**config.mk**
```make
export PLATFORM = sky130hd
export DESIGN_NAME = vga_timing_gen
export DESIGN_NICKNAME = d
export VERILOG_FILES = /design/src/rtl/vga_pkg.sv /design/src/rtl/vga_axis_counter.sv /design/src/rtl/vga_timing_gen.sv
export SDC_FILE = /design/constraint.sdc
export NUM_CORES = 1
export LEC_CHECK = 0
export ABC_AREA = 1
export ABC_CLOCK_PERIOD_IN_PS = 5600
export CAP_MARGIN = 20
export CORE_UTILIZATION = 50
export DETAILED_ROUTE_END_ITERATION = 16
export HOLD_SLACK_MARGIN = 0.15
export PLACE_DENSITY = 0.73
export REMOVE_ABC_BUFFERS = 1
export SYNTH_ARGS = -nofsm -noshare
export SYNTH_HDL_FRONTEND = slang
export SYNTH_HIERARCHICAL = 1
export SYNTH_SLANG_ARGS = --single-unit
```
**constraint.sdc**
```tcl
create_clock -name clk -period 5.6 [get_ports clk]
set_clock_uncertainty 0.05 [all_clocks]
set_input_delay 0.56 -clock clk [delete_from_list [all_inputs] [get_ports clk]]
set_output_delay 0.56 -clock clk [all_outputs]
set_load 0.02 [all_outputs]
```
**src/rtl/vga_pkg.sv**
```systemverilog
// Shared constants and types for the VGA raster timing generator.
// Defaults describe 800x600@60; the counter width bounds any timing set.
package vga_pkg;

    localparam int CNT_W     = 11;
    localparam int MAX_TOTAL = 1 << CNT_W;

    localparam int DEF_H_VISIBLE = 800;
    localparam int DEF_H_FRONT   = 40;
    localparam int DEF_H_SYNC    = 128;
    localparam int DEF_H_BACK    = 88;
    localparam int DEF_V_VISIBLE = 600;
    localparam int DEF_V_FRONT   = 1;
    localparam int DEF_V_SYNC    = 4;
    localparam int DEF_V_BACK    = 23;

    localparam int DEF_H_TOTAL = DEF_H_VISIBLE + DEF_H_FRONT + DEF_H_SYNC + DEF_H_BACK;
    localparam int DEF_V_TOTAL = DEF_V_VISIBLE + DEF_V_FRONT + DEF_V_SYNC + DEF_V_BACK;

    typedef enum logic [1:0] {
        ACT  = 2'd0,
        FP   = 2'd1,
        SYNC = 2'd2,
        BP   = 2'd3
    } phase_t;

endpackage

```
**src/rtl/vga_axis_counter.sv**
```systemverilog
// One raster axis: wrapping position counter, blanking phase FSM and a
// registered sync flag (active-high; the top applies the output polarity).
module vga_axis_counter #(
    parameter int VISIBLE = vga_pkg::DEF_H_VISIBLE,
    parameter int FRONT   = vga_pkg::DEF_H_FRONT,
    parameter int SYNC    = vga_pkg::DEF_H_SYNC,
    parameter int BACK    = vga_pkg::DEF_H_BACK
) (
    input  logic                       clk,
    input  logic                       rst,
    input  logic                       i_step,
    output logic [vga_pkg::CNT_W-1:0]  o_count,
    output vga_pkg::phase_t            o_phase,
    output logic                       o_sync,
    output logic                       o_wrap
);
    import vga_pkg::*;

    localparam int TOTAL = VISIBLE + FRONT + SYNC + BACK;

    localparam logic [CNT_W-1:0] LAST       = CNT_W'(TOTAL - 1);
    localparam logic [CNT_W-1:0] FP_START   = CNT_W'(VISIBLE);
    localparam logic [CNT_W-1:0] SYNC_START = CNT_W'(VISIBLE + FRONT);
    localparam logic [CNT_W-1:0] BP_START   = CNT_W'(VISIBLE + FRONT + SYNC);

    logic [CNT_W-1:0] r_count;
    logic [CNT_W-1:0] w_count_next;
    phase_t           r_phase;
    phase_t           w_phase_next;
    logic             r_sync;

    // Terminal count: the next step returns this axis to zero.
    assign o_wrap = (r_count == LAST);

    always_comb begin
        // NOTE: hold-by-default assignments keep this block free of inferred latches.
        w_count_next = r_count;
        w_phase_next = r_phase;
        if (i_step) begin
            w_count_next = o_wrap ? '0 : r_count + 1'b1;
            case (r_phase)
                ACT:           if (w_count_next == FP_START)   w_phase_next = FP;
                FP:            if (w_count_next == SYNC_START) w_phase_next = vga_pkg::SYNC;
                vga_pkg::SYNC: if (w_count_next == BP_START)   w_phase_next = BP;
                BP:            if (w_count_next == '0)         w_phase_next = ACT;
                default:       w_phase_next = BP;
            endcase
        end
    end

    // NOTE: sequential state uses non-blocking assignments so every flop samples pre-edge values.
    always_ff @(posedge clk or posedge rst) begin
        if (rst) begin
            r_count <= LAST;
            r_phase <= BP;
            r_sync  <= 1'b0;
        end else begin
            r_count <= w_count_next;
            r_phase <= w_phase_next;
            r_sync  <= (w_phase_next == vga_pkg::SYNC);
        end
    end

    assign o_count = r_count;
    assign o_phase = r_phase;
    assign o_sync  = r_sync;

endmodule

```
**src/rtl/vga_timing_gen.sv**
```systemverilog
// Raster timing generator: packed pixel address, syncs, blanking and line/frame
// markers, all aligned to the held position. Optional: VGA_FRAME_CNT_EN adds frame_cnt.
module vga_timing_gen
    import vga_pkg::*;
#(
    parameter int   H_VISIBLE = DEF_H_VISIBLE,
    parameter int   H_FRONT   = DEF_H_FRONT,
    parameter int   H_SYNC    = DEF_H_SYNC,
    parameter int   H_BACK    = DEF_H_BACK,
    parameter int   V_VISIBLE = DEF_V_VISIBLE,
    parameter int   V_FRONT   = DEF_V_FRONT,
    parameter int   V_SYNC    = DEF_V_SYNC,
    parameter int   V_BACK    = DEF_V_BACK,
    parameter logic SYNC_POL  = 1'b1
) (
    input  logic                 clk,
    input  logic                 rst,
    input  logic                 pix_en,
    output logic [2*CNT_W-1:0]   display_addr,
    output logic                 hsync,
    output logic                 vsync,
    output logic                 active,
    output logic                 line_start,
`ifdef VGA_FRAME_CNT_EN
    output logic [15:0]          frame_cnt,
`endif
    output logic                 frame_start
);

    localparam int H_TOTAL = H_VISIBLE + H_FRONT + H_SYNC + H_BACK;
    localparam int V_TOTAL = V_VISIBLE + V_FRONT + V_SYNC + V_BACK;

    if (H_TOTAL > MAX_TOTAL || V_TOTAL > MAX_TOTAL) begin : g_bad_timing
        $fatal(1, "vga_timing_gen: H_TOTAL or V_TOTAL exceeds the 11-bit counter range");
    end

    logic [CNT_W-1:0] w_h_count;
    logic [CNT_W-1:0] w_v_count;
    phase_t           w_h_phase;
    phase_t           w_v_phase;
    logic             w_h_sync;
    logic             w_v_sync;
    logic             w_h_wrap;
    logic             w_v_wrap;
    logic             w_v_step;

    logic r_line_start;
    logic r_frame_start;

    // The vertical axis moves only on the pixel edge that ends a line.
    assign w_v_step = w_h_wrap & pix_en;

    vga_axis_counter #(
        .VISIBLE (H_VISIBLE),
        .FRONT   (H_FRONT),
        .SYNC    (H_SYNC),
        .BACK    (H_BACK)
    ) u_h_axis (
        .clk     (clk),
        .rst     (rst),
        .i_step  (pix_en),
        .o_count (w_h_count),
        .o_phase (w_h_phase),
        .o_sync  (w_h_sync),
        .o_wrap  (w_h_wrap)
    );

    vga_axis_counter #(
        .VISIBLE (V_VISIBLE),
        .FRONT   (V_FRONT),
        .SYNC    (V_SYNC),
        .BACK    (V_BACK)
    ) u_v_axis (
        .clk     (clk),
        .rst     (rst),
        .i_step  (w_v_step),
        .o_count (w_v_count),
        .o_phase (w_v_phase),
        .o_sync  (w_v_sync),
        .o_wrap  (w_v_wrap)
    );

    // Markers are loaded with the step that enters x == 0 / (0,0), so they
    // describe the position being entered, in step with the counters.
    always_ff @(posedge clk or posedge rst) begin
        if (rst) begin
            r_line_start  <= 1'b0;
            r_frame_start <= 1'b0;
        end else if (pix_en) begin
            r_line_start  <= w_h_wrap;
            r_frame_start <= w_h_wrap & w_v_wrap;
        end
    end

`ifdef VGA_FRAME_CNT_EN
    logic [15:0] r_frame_cnt;

    always_ff @(posedge clk or posedge rst) begin
        if (rst) begin
            r_frame_cnt <= '0;
        end else if (pix_en && w_h_wrap && w_v_wrap) begin
            r_frame_cnt <= r_frame_cnt + 16'd1;
        end
    end

    assign frame_cnt = r_frame_cnt;
`endif

    assign display_addr = {w_h_count, w_v_count};
    assign hsync        = SYNC_POL ? w_h_sync : ~w_h_sync;
    assign vsync        = SYNC_POL ? w_v_sync : ~w_v_sync;
    assign active       = (w_h_phase == ACT) && (w_v_phase == ACT);
    assign line_start   = r_line_start;
    assign frame_start  = r_frame_start;

endmodule

```
==> qor.txt, run 1 <==
Outcome = finished, final reports clean
Avg Cell Area, Syn = 6.87 µm²
Worst Hold Class = flip-flop to flip-flop
Async set-reset flop share out of synthesis = 100%
Post-CTS Resized = 0
Comb pwr share = 36.7%
Placed cell count = 404
Synth cell count leaders = nand2_1, inv_1, nor2_1, nand3_1, o21ai_0
Drt wl/cell = 12.4 µm
DRC errors left = 0
Dominant cells by area after synthesis = dfstp_2, dfrtp_1, nand2_1
Largest delay share family, worst path = simple AND/OR/NAND/NOR gates
Ant. Diodes = 0
Post-Syn Instances = 328
GR Util All Layers = 22.9%
CP dominant cell by count = inv_1
Worst-Skew Late Latency = 0.28 ns
Vias in the first global route = 1930
Crit-path max FO = 21
Largest net degree at the start of global routing = 22
Seq pwr share = 40.0%
Endpoint type of the worst setup path = flip-flop
Initial antenna violation count = 0
Layout cells sized above 1 = 20.3%
Final WL = 5.09 mm
Slowest library cell on the worst path = dfstp_2
Syn. warnings = 6
First-pass GRT wire length = 8.82 mm
Starting Density = 51.7%
Layout fillers = 396
Core area = 0.00435 mm²
Yosys top cell area share = 18.7%
GRT Residual Overflow = 0
Leading area contributor after synthesis = dfstp_2
Switching share of total power = 38.7%
Final HPWL DP = 3.97 mm
Vias per cell = 5.19
Sequential area share after synthesis = 34.2%
Fin crit period = 2.68 ns
DRT iter0 DRCs = 149
CTS Hold Bufs = 0
Port bufs = 29
# rows = 24
Max stage delay on crit path = 0.57 ns
Via count = 2139
Synth Cell Area = 0.00225 mm²
Post-route ant nets = 0
I/O pin cnt = 30
Static leakage = 0.00128 µW
Final hold vios = 0
Sw power = 300 µW
Non-filler instance count after layout = 412
Dpl ws = 2.96 ns
Startpoint class of the critical path = flip-flop
Setup WS post-layout = 2.92 ns
Slew HR = 60.6%
Post-CTS Setup Bufs = 0
Die ar. = 0.00478 mm²
Post-synthesis cell type count = 29
Total CTS buffers = 5
P_int = 476 µW
CTS H-tree depth = 2
Max Slew Vio Count = 0
Die Y = 69.1 µm
Clock network power share = 23.3%
CTS root buf = clkbuf_8
Worst Setup Path Type = flip-flop to flip-flop
Detailed Routing Iterations Pass 1 = 4
Critical-path cell list = ha_1, nand2_4, nor2_8, nand3_4, inv_1, nand2_1, inv_1, inv_1, nor4_1, nand3b_1, o21ai_0, nand2_1, nand2_2, nor2_2
Post-DP Area = 0.00258 mm²
RSZ-0062 raised after global routing = false
Reg clk slew, reported paths = 0.07 ns
Crit path required time = 5.72 ns
Area grow syn2layout = 18.8%
Final instance area = 0.00268 mm²
Setup TNS = 0 ns
Slew at the pin closest to its max-slew limit = 0.590 ns
Post-synth EDFFs = 0
PD cells = 290 mW/mm²
Longest Clk Path Bufs = 2
Worst vdd ir = 0.000175 V
Total Nets Final = 365
Ys flop type = dfstp_2
CTS tree = yes
# setup viols final = 0
CP bufs+invs = 3
Fmax = 373 MHz
FF+latch count, synth = 30
Most numerous cell in the Yosys netlist = nand2_1
Routability cong. = 0.895
Max_cap viols = 0
Clock sinks = 30
Die width = 69.1 µm
Critical Path AT = 2.80 ns
Fin crit share = 47.8%
## final timing paths
check,from,end,slack [ns],cells past startpoint
max in group asynchronous,rst,u_v_axis/o_phase[0]$_DFF_PP1_,4.46,2
min in group asynchronous,rst,frame_start$_DFFE_PP0P_,0.45,2
setup / recovery,u_h_axis/o_count[1]$_DFFE_PP1P_,u_v_axis/o_sync$_DFF_PP0_,2.92,14
setup reg to reg,u_h_axis/o_count[1]$_DFFE_PP1P_,u_v_axis/o_sync$_DFF_PP0_,2.92,14
hold / removal,line_start$_DFFE_PP0P_,line_start$_DFFE_PP0P_,0.43,2
hold reg to reg,line_start$_DFFE_PP0P_,line_start$_DFFE_PP0P_,0.43,2
## cell usage in the layout (no fill, tap or decap), types with 2 or more instances in the layout
cell type        instances
dfstp_2                 16
o21ai_1                  3
inv_2                    4
nand3_1                 25
nor2_2                   8
nand2_1                 93
a21oi_1                  3
nand3_4                  2
nand3_2                  5
clkbuf_8                 6
nor3_1                   8
inv_1                   48
nor2_1                  26
nand4_1                  8
o21bai_1                 3
dfrtp_1                 14
nand2_2                 18
clkinv_2                 2
clkdlybuf4s50_1         29
nand2_4                  2
o21ai_0                 22
nor2_4                   6
ha_1                     3
## stage by stage
stage	util, %	total power (µW)	hold WS [ns]
finish	61.4	776	0.430
global route	61.4	828	0.473
CTS	61.4	783	0.432
detailed placement	59.3	598	0.416
global placement	59.3	595	0.419
floorplan	-	496	0.251
## cells by family (layout without fill, tap and decap cells)
kind of cell | after synthesis | in the layout | share of synthesized area, %
AOI/OAI and AO/OA | 33 | 33 | 8.11
adders and majority gates | 3 | 3 | 1.67
buffers and inverters | 58 | 90 | 10.1
DFF | 30 | 30 | 34.2
and+or+nand+nor | 204 | 204 | 45.9
## worst reg2reg max path, stage by stage (launching register included)
cell,delay [ns]
dfstp_2,0.57
ha_1,0.22
nand2_4,0.11
nor2_8,0.17
nand3_4,0.13
inv_1,0.09
nand2_1,0.07
inv_1,0.16
inv_1,0.27
nor4_1,0.35
nand3b_1,0.09
o21ai_0,0.08
nand2_1,0.09
nand2_2,0.08
nor2_2,0.03
## power groups by stage
| stage | logic (µW) | registers (µW) | clock network, µW |
|---|---|---|---|
| finish | 285 | 310 | 181 |
| global route | 313 | 319 | 197 |
| CTS | 285 | 311 | 187 |
| detailed placement | 283 | 314 | 0 |
| global placement | 282 | 313 | 0 |
| floorplan | 155 | 341 | 0 |
## per-layer routing
layer  wire length, µm  GRT usage (%)
met5                 0              0
met4                91           8.16
met3               247           4.24
met2              2290           35.7
met1              2460           31.8
## flip-flops by register name, indices dropped and copies added, names as in the netlist
register,flops
u_v_axis/o_phase,2
line_start,1
u_h_axis/o_count,11
u_h_axis/o_phase,2
u_v_axis/o_count,11
u_h_axis/o_sync,1
frame_start,1
u_v_axis/o_sync,1
## layout make-up
cell class                 count  area, µm²  share of cell area (%)
timing repair buffer          29        290                    10.9
sequential                    30        771                    28.8
inverter                      53        200                    7.48
tap                           52       65.1                    2.43
multi-input combinational    240       1250                    46.9
clock buffer                   6       82.6                    3.09
clock inverter                 2       12.5                   0.468
Power figures use the tool's default switching activity.
==> run 2: changes to the inputs <==
- ABC_CLOCK_PERIOD_IN_PS: 5600 -> 2350
- PLACE_DENSITY: 0.73 -> 0.75
- clock period: 5.6 -> 2.35 ns (I/O delays scaled with it)
==> run 2 against run 1 <==
Effect of this change:
- register-to-register slack got worse by 2.7 ns
- sequential cell count is the same
- combinational power is 150% higher
- cell count increased by 1.7%
- largest power group unchanged
- sequential power grew 140%
- hold slack improved by 0.016 ns
- sequential share of layout area fell by 0.96 points
- critical path depth is 2 lower
- clock power rose to 2.9 times the previous value
- design area up 3.5%
- first-iteration DRC count down 11%
- count of clock-buffer cells in the layout down 1
==> qor.txt, run 2 (synthesis results as in run 1) <==
Outcome = finished, final reports clean (unchanged)
Fmax = 468 MHz (was 373 MHz)
Core area = 0.00435 mm² (unchanged)
Largest net degree at the start of global routing = 22 (unchanged)
PD cells = 716 mW/mm² (was 290 mW/mm²)
Max Slew Vio Count = 0 (unchanged)
Final WL = 5.31 mm (was 5.09 mm)
Initial antenna violation count = 0 (unchanged)
Fin crit share = 90.9% (was 47.8%)
Longest Clk Path Bufs = 2 (unchanged)
CTS root buf = clkbuf_8 (unchanged)
Total Nets Final = 372 (was 365)
Slowest library cell on the worst path = dfstp_2 (unchanged)
Worst-Skew Late Latency = 0.29 ns (was 0.28 ns)
I/O pin cnt = 30 (unchanged)
Hold_ws = 0.446 ns (was 0.430 ns)
Worst vdd ir = 0.000358 V (was 0.000175 V)
Starting Density = 51.7% (unchanged)
Fin crit period = 2.14 ns (was 2.68 ns)
Most frequent cells in the layout = nand2_1, inv_1, clkdlybuf4s50_1 (unchanged)
# setup viols final = 0 (unchanged)
Post-route ant nets = 0 (unchanged)
Dpl ws = 0.0943 ns (was 2.96 ns)
Static leakage = 0.00132 µW (was 0.00128 µW)
Ant. Diodes = 0 (unchanged)
# rows = 24 (unchanged)
Worst Hold Class = flip-flop to flip-flop (unchanged)
Max_cap viols = 0 (unchanged)
Endpoint type of the worst setup path = flip-flop (unchanged)
Critical-path cell list = ha_2, nand2_1, nor2_2, nand3_4, nand2_2, nand2_1, nor3_1, nand4_1, nand3_1, nand2_2, inv_2, nor2_2 (was ha_1, nand2_4, nor2_8, nand3_4, inv_1, nand2_1, inv_1, inv_1, nor4_1, nand3b_1, o21ai_0, nand2_1, nand2_2, nor2_2)
Slew HR = 60.8% (was 60.6%)
Die ar. = 0.00478 mm² (unchanged)
Post-DP Area = 0.00260 mm² (was 0.00258 mm²)
Via count = 2133 (was 2139)
Vias in the first global route = 1905 (was 1930)
Vias per cell = 5.09 (was 5.19)
Max stage delay on crit path = 0.57 ns (about the same)
Worst Setup Path Type = flip-flop to flip-flop (unchanged)
Die Y = 69.1 µm (unchanged)
Commonest non-fill, non-tap cell in the layout = nand2_1 (unchanged)
Reg clk slew, reported paths = 0.07 ns (about the same)
Port bufs = 29 (unchanged)
Power Total = 1980 µW (was 776 µW)
Routability cong. = 0.905 (was 0.895)
CTS tree = yes (unchanged)
Die width = 69.1 µm (unchanged)
GR Util All Layers = 23.0% (was 22.9%)
Critical Path AT = 2.27 ns (was 2.80 ns)
Total CTS buffers = 5 (unchanged)
First-pass GRT wire length = 8.73 mm (was 8.82 mm)
Crit-path max FO = 6 (was 21)
DRT iter0 DRCs = 133 (was 149)
Drt wl/cell = 12.7 µm (was 12.4 µm)
Slew at the pin closest to its max-slew limit = 0.587 ns (was 0.590 ns)
Layout cells sized above 1 = 22.6% (was 20.3%)
Startpoint class of the critical path = flip-flop (unchanged)
Final HPWL DP = 3.97 mm (about the same)
RSZ-0062 raised after global routing = false (unchanged)
Detailed Routing Iterations Pass 1 = 4 (unchanged)
Setup WS post-layout = 0.214 ns (was 2.92 ns)
Final hold vios = 0 (unchanged)
Final instance area = 0.00277 mm² (was 0.00268 mm²)
CTS H-tree depth = 2 (unchanged)
DRC errors left = 0 (unchanged)
Clock sinks = 30 (unchanged)
Crit path required time = 2.49 ns (was 5.72 ns)
Area grow syn2layout = 22.9% (was 18.8%)
GRT Residual Overflow = 0 (unchanged)
run 2: stage by stage:
stage                     utilization, %  setup TNS (ns)  std cells
after floorplan                        -          -0.113        323
after global placement              59.8               0        407
after detailed placement            59.8               0        407
after CTS                           62.5               0        416
after global routing                63.6               0        419
final                               63.6               0        419
run 2: cell type report:
cell class              count  area, µm²
fillers                   396       1590
clock buffers               5       68.8
inverters                  53        200
well taps                  52       65.1
flip-flops and latches     30        771
clock inverters             3       40.0
repair buffers             36        345
multi-input cells         240       1280
run 2: report_power, final:
part	switching, µW	internal [µW]
Clock	210	312
Combinational	419	291
Sequential	115	634
run 2: final timing paths:
kind / start / end / slack (ns) / depth (start not counted)
max in group asynchronous: rst / u_v_axis/o_count[8]$_DFFE_PP0P_ / 0.99 / 3
worst min register to register: frame_start$_DFFE_PP0P_ / frame_start$_DFFE_PP0P_ / 0.45 / 2
worst max-delay path: u_v_axis/o_count[1]$_DFFE_PP1P_ / u_v_axis/o_sync$_DFF_PP0_ / 0.21 / 12
worst min-delay path: frame_start$_DFFE_PP0P_ / frame_start$_DFFE_PP0P_ / 0.45 / 2
worst max register to register: u_v_axis/o_count[1]$_DFFE_PP1P_ / u_v_axis/o_sync$_DFF_PP0_ / 0.21 / 12
min in group asynchronous: rst / line_start$_DFFE_PP0P_ / 0.66 / 3
run 2: timing repair:
item                       4_1_cts  5_1_grt
gates resized for setup          0        5
hold endpoints to repair         2        0
setup endpoints to repair        0        2
hold buffers                     1        0
buffers inserted                 0        3
run 2: per-layer routing:
metal	GRT usage, %	vias up	share of wire [%]
li1	-	1105	-
met1	29.4	964	46
met2	37.8	54	48
met3	5.56	10	4.0
met4	8.16	0	1.6
met5	0	-	0
run 2: critical path: cells and delay by family, from the launching register on:
kind	cells	cell delay, ns
adder cells (fa/ha/maj)	1	0.23
flip-flops	1	0.57
buffers and inverters	1	0.05
AND/OR/NAND/NOR	10	1.13
==> run 3: changes to the inputs <==
- HOLD_SLACK_MARGIN: 0.15 -> default
- SETUP_SLACK_MARGIN: default -> 0.05
==> run 3 against run 2 <==
Effect of this change:
- count of clock-buffer cells in the layout unchanged
- cell count up 0.24%
- register-to-register slack better by 0.06 ns
- via count up 1.2%
- first-iteration DRC count up 21%
- non-clock buffer count up 1
- wire length down 0.60%
- power about the same
- design area up 0.54%
- clock power about the same
- setup slack better by 0.057 ns
- critical path depth unchanged
- critical path type unchanged
- largest cell class unchanged
==> qor.txt, run 3 (synthesis results as in run 1) <==
DRT iter0 DRCs = 161 (was 133)
Util after Layout = 63.9% (was 63.6%)
Placed cell count = 407 (unchanged)
GR Util All Layers = 23.0% (about the same)
Comb pwr share = 35.8% (about the same)
Worst Hold Class = input pin to asynchronous set/reset pin (was flip-flop to flip-flop)
Outcome = finished, final reports clean (unchanged)
Worst-Skew Late Latency = 0.29 ns (about the same)
Vias per cell = 5.14 (was 5.09)
Final HPWL DP = 3.97 mm (unchanged)
Dpl ws = 0.0943 ns (unchanged)
Seq pwr share = 37.9% (was 37.8%)
Power Total = 1980 µW (about the same)
Routability cong. = 0.905 (unchanged)
Total Nets Final = 373 (was 372)
Most frequent cells in the layout = nand2_1, inv_1, clkdlybuf4s50_1 (unchanged)
Max Slew Vio Count = 0 (unchanged)
Core area = 0.00435 mm² (unchanged)
Crit path required time = 2.49 ns (about the same)
Setup WS post-layout = 0.271 ns (was 0.214 ns)
Total CTS buffers = 5 (unchanged)
Post-route ant nets = 0 (unchanged)
Global routing's busiest layer = met2 (unchanged)
Fin crit period = 2.08 ns (was 2.14 ns)
GR Layer Usage met1 = 29.3% (was 29.4%)
PD cells = 711 mW/mm² (was 716 mW/mm²)
Largest net degree at the start of global routing = 22 (unchanged)
Drt wl/cell = 12.6 µm (was 12.7 µm)
Port bufs = 29 (unchanged)
Die width = 69.1 µm (unchanged)
Switching share of total power = 37.5% (was 37.6%)
Static leakage = 0.00132 µW (about the same)
Max_cap viols = 0 (unchanged)
Endpoint type of the worst setup path = flip-flop (unchanged)
Slew at the pin closest to its max-slew limit = 0.584 ns (was 0.587 ns)
Worst Setup Path Type = flip-flop to flip-flop (unchanged)
Slew HR = 61.0% (was 60.8%)
First-pass GRT wire length = 8.71 mm (was 8.73 mm)
R2R Setup Slk = 0.27 ns (was 0.21 ns)
Final WL = 5.28 mm (was 5.31 mm)
Via count = 2158 (was 2133)
I/O pin cnt = 30 (unchanged)
Die ar. = 0.00478 mm² (unchanged)
Sw power = 742 µW (was 744 µW)
# rows = 24 (unchanged)
Die Y = 69.1 µm (unchanged)
CTS root buf = clkbuf_8 (unchanged)
CTS Hold Bufs = 0 (was 1)
CTS tree = yes (unchanged)
Sequential cell area = 771 µm² (unchanged)
Longest Clk Path Bufs = 2 (unchanged)
CTS H-tree depth = 2 (unchanged)
Detailed Routing Iterations Pass 1 = 4 (unchanged)
Met2 Use GR = 37.8% (unchanged)
Area grow syn2layout = 23.6% (was 22.9%)
Vias in the first global route = 1904 (was 1905)
RSZ-0062 raised after global routing = false (unchanged)
Layout fillers = 392 (was 396)
Crit-path max FO = 6 (unchanged)
P_int = 1240 µW (about the same)
Ant. Diodes = 0 (unchanged)
DRC errors left = 0 (unchanged)
Fin crit share = 88.5% (was 90.9%)
Non-filler instance count after layout = 420 (was 419)
Clock network power share = 26.3% (about the same)
# setup viols final = 0 (unchanged)
GRT Residual Overflow = 0 (unchanged)
Starting Density = 51.7% (unchanged)
Fmax = 481 MHz (was 468 MHz)
Layout cells sized above 1 = 23.4% (was 22.6%)
Clock sinks = 30 (unchanged)
Met3 Use GR = 5.56% (unchanged)
Critical Path AT = 2.22 ns (was 2.27 ns)
Commonest non-fill, non-tap cell in the layout = nand2_1 (unchanged)
Final hold vios = 0 (unchanged)
Reg clk slew, reported paths = 0.07 ns (about the same)
Worst vdd ir = 0.000359 V (was 0.000358 V)
Multi-input gate area = 0.00129 mm² (was 0.00128 mm²)
Setup TNS = 0 ns (unchanged)
Initial antenna violation count = 0 (unchanged)
Startpoint class of the critical path = flip-flop (unchanged)
## run 3: metrics by stage
step	hold WS [ns]	cell area [µm²]
detailed placement	0.410	2600
global route	0.125	2780
floorplan	-0.0738	2220
CTS	0.101	2710
finish	0.105	2780
global placement	0.406	2600
## run 3: cell type report
type                       count  area share (%)
clock buffer                   5            2.47
clock inverter                 3            1.44
inverter                      53            7.19
multi-input combinational    240            46.3
sequential                    30            27.7
tap                           52            2.34
timing repair buffer          37            12.6
## run 3: worst max-delay path, cell delays in order (launching register included)
cell and delay (ns):
dfstp_2 0.59, ha_4 0.17, nand2_1 0.11, nor2_2 0.17, nand3_4 0.14, nand2_2 0.11, nand2_1 0.08, nor3_1 0.20
nand4_1 0.11, nand3_1 0.10, nand2_2 0.07, inv_2 0.05, nor2_2 0.03
## run 3: final timing paths
check / start / to / cells past startpoint
max in group asynchronous: rst / u_v_axis/o_count[8]$_DFFE_PP0P_ / 2
min in group clk: frame_start$_DFFE_PP0P_ / frame_start$_DFFE_PP0P_ / 2
worst max-delay path: u_v_axis/o_count[1]$_DFFE_PP1P_ / u_v_axis/o_sync$_DFF_PP0_ / 12
worst min register to register: frame_start$_DFFE_PP0P_ / frame_start$_DFFE_PP0P_ / 2
worst max register to register: u_v_axis/o_count[1]$_DFFE_PP1P_ / u_v_axis/o_sync$_DFF_PP0_ / 12
worst min-delay path: rst / line_start$_DFFE_PP0P_ / 2
## run 3: power groups by stage
stage	sequential [µW]	clock [µW]	combinational, µW
after floorplan	813	0	369
after global placement	749	0	664
after detailed placement	755	0	675
after CTS	746	537	677
after global routing	766	555	774
final	750	521	709
## run 3: repair_timing
item / 4_1_cts / 5_1_grt
buffers inserted: 0 / 5
resized for setup: 0 / 7
endpoints found under the setup margin: 0 / 3
## run 3: metal layers
layer | vias up | wire length [µm]
met5 | - | 0
met2 | 70 | 2550
met3 | 8 | 297
met1 | 971 | 2370
li1 | 1109 | -
met4 | 0 | 60
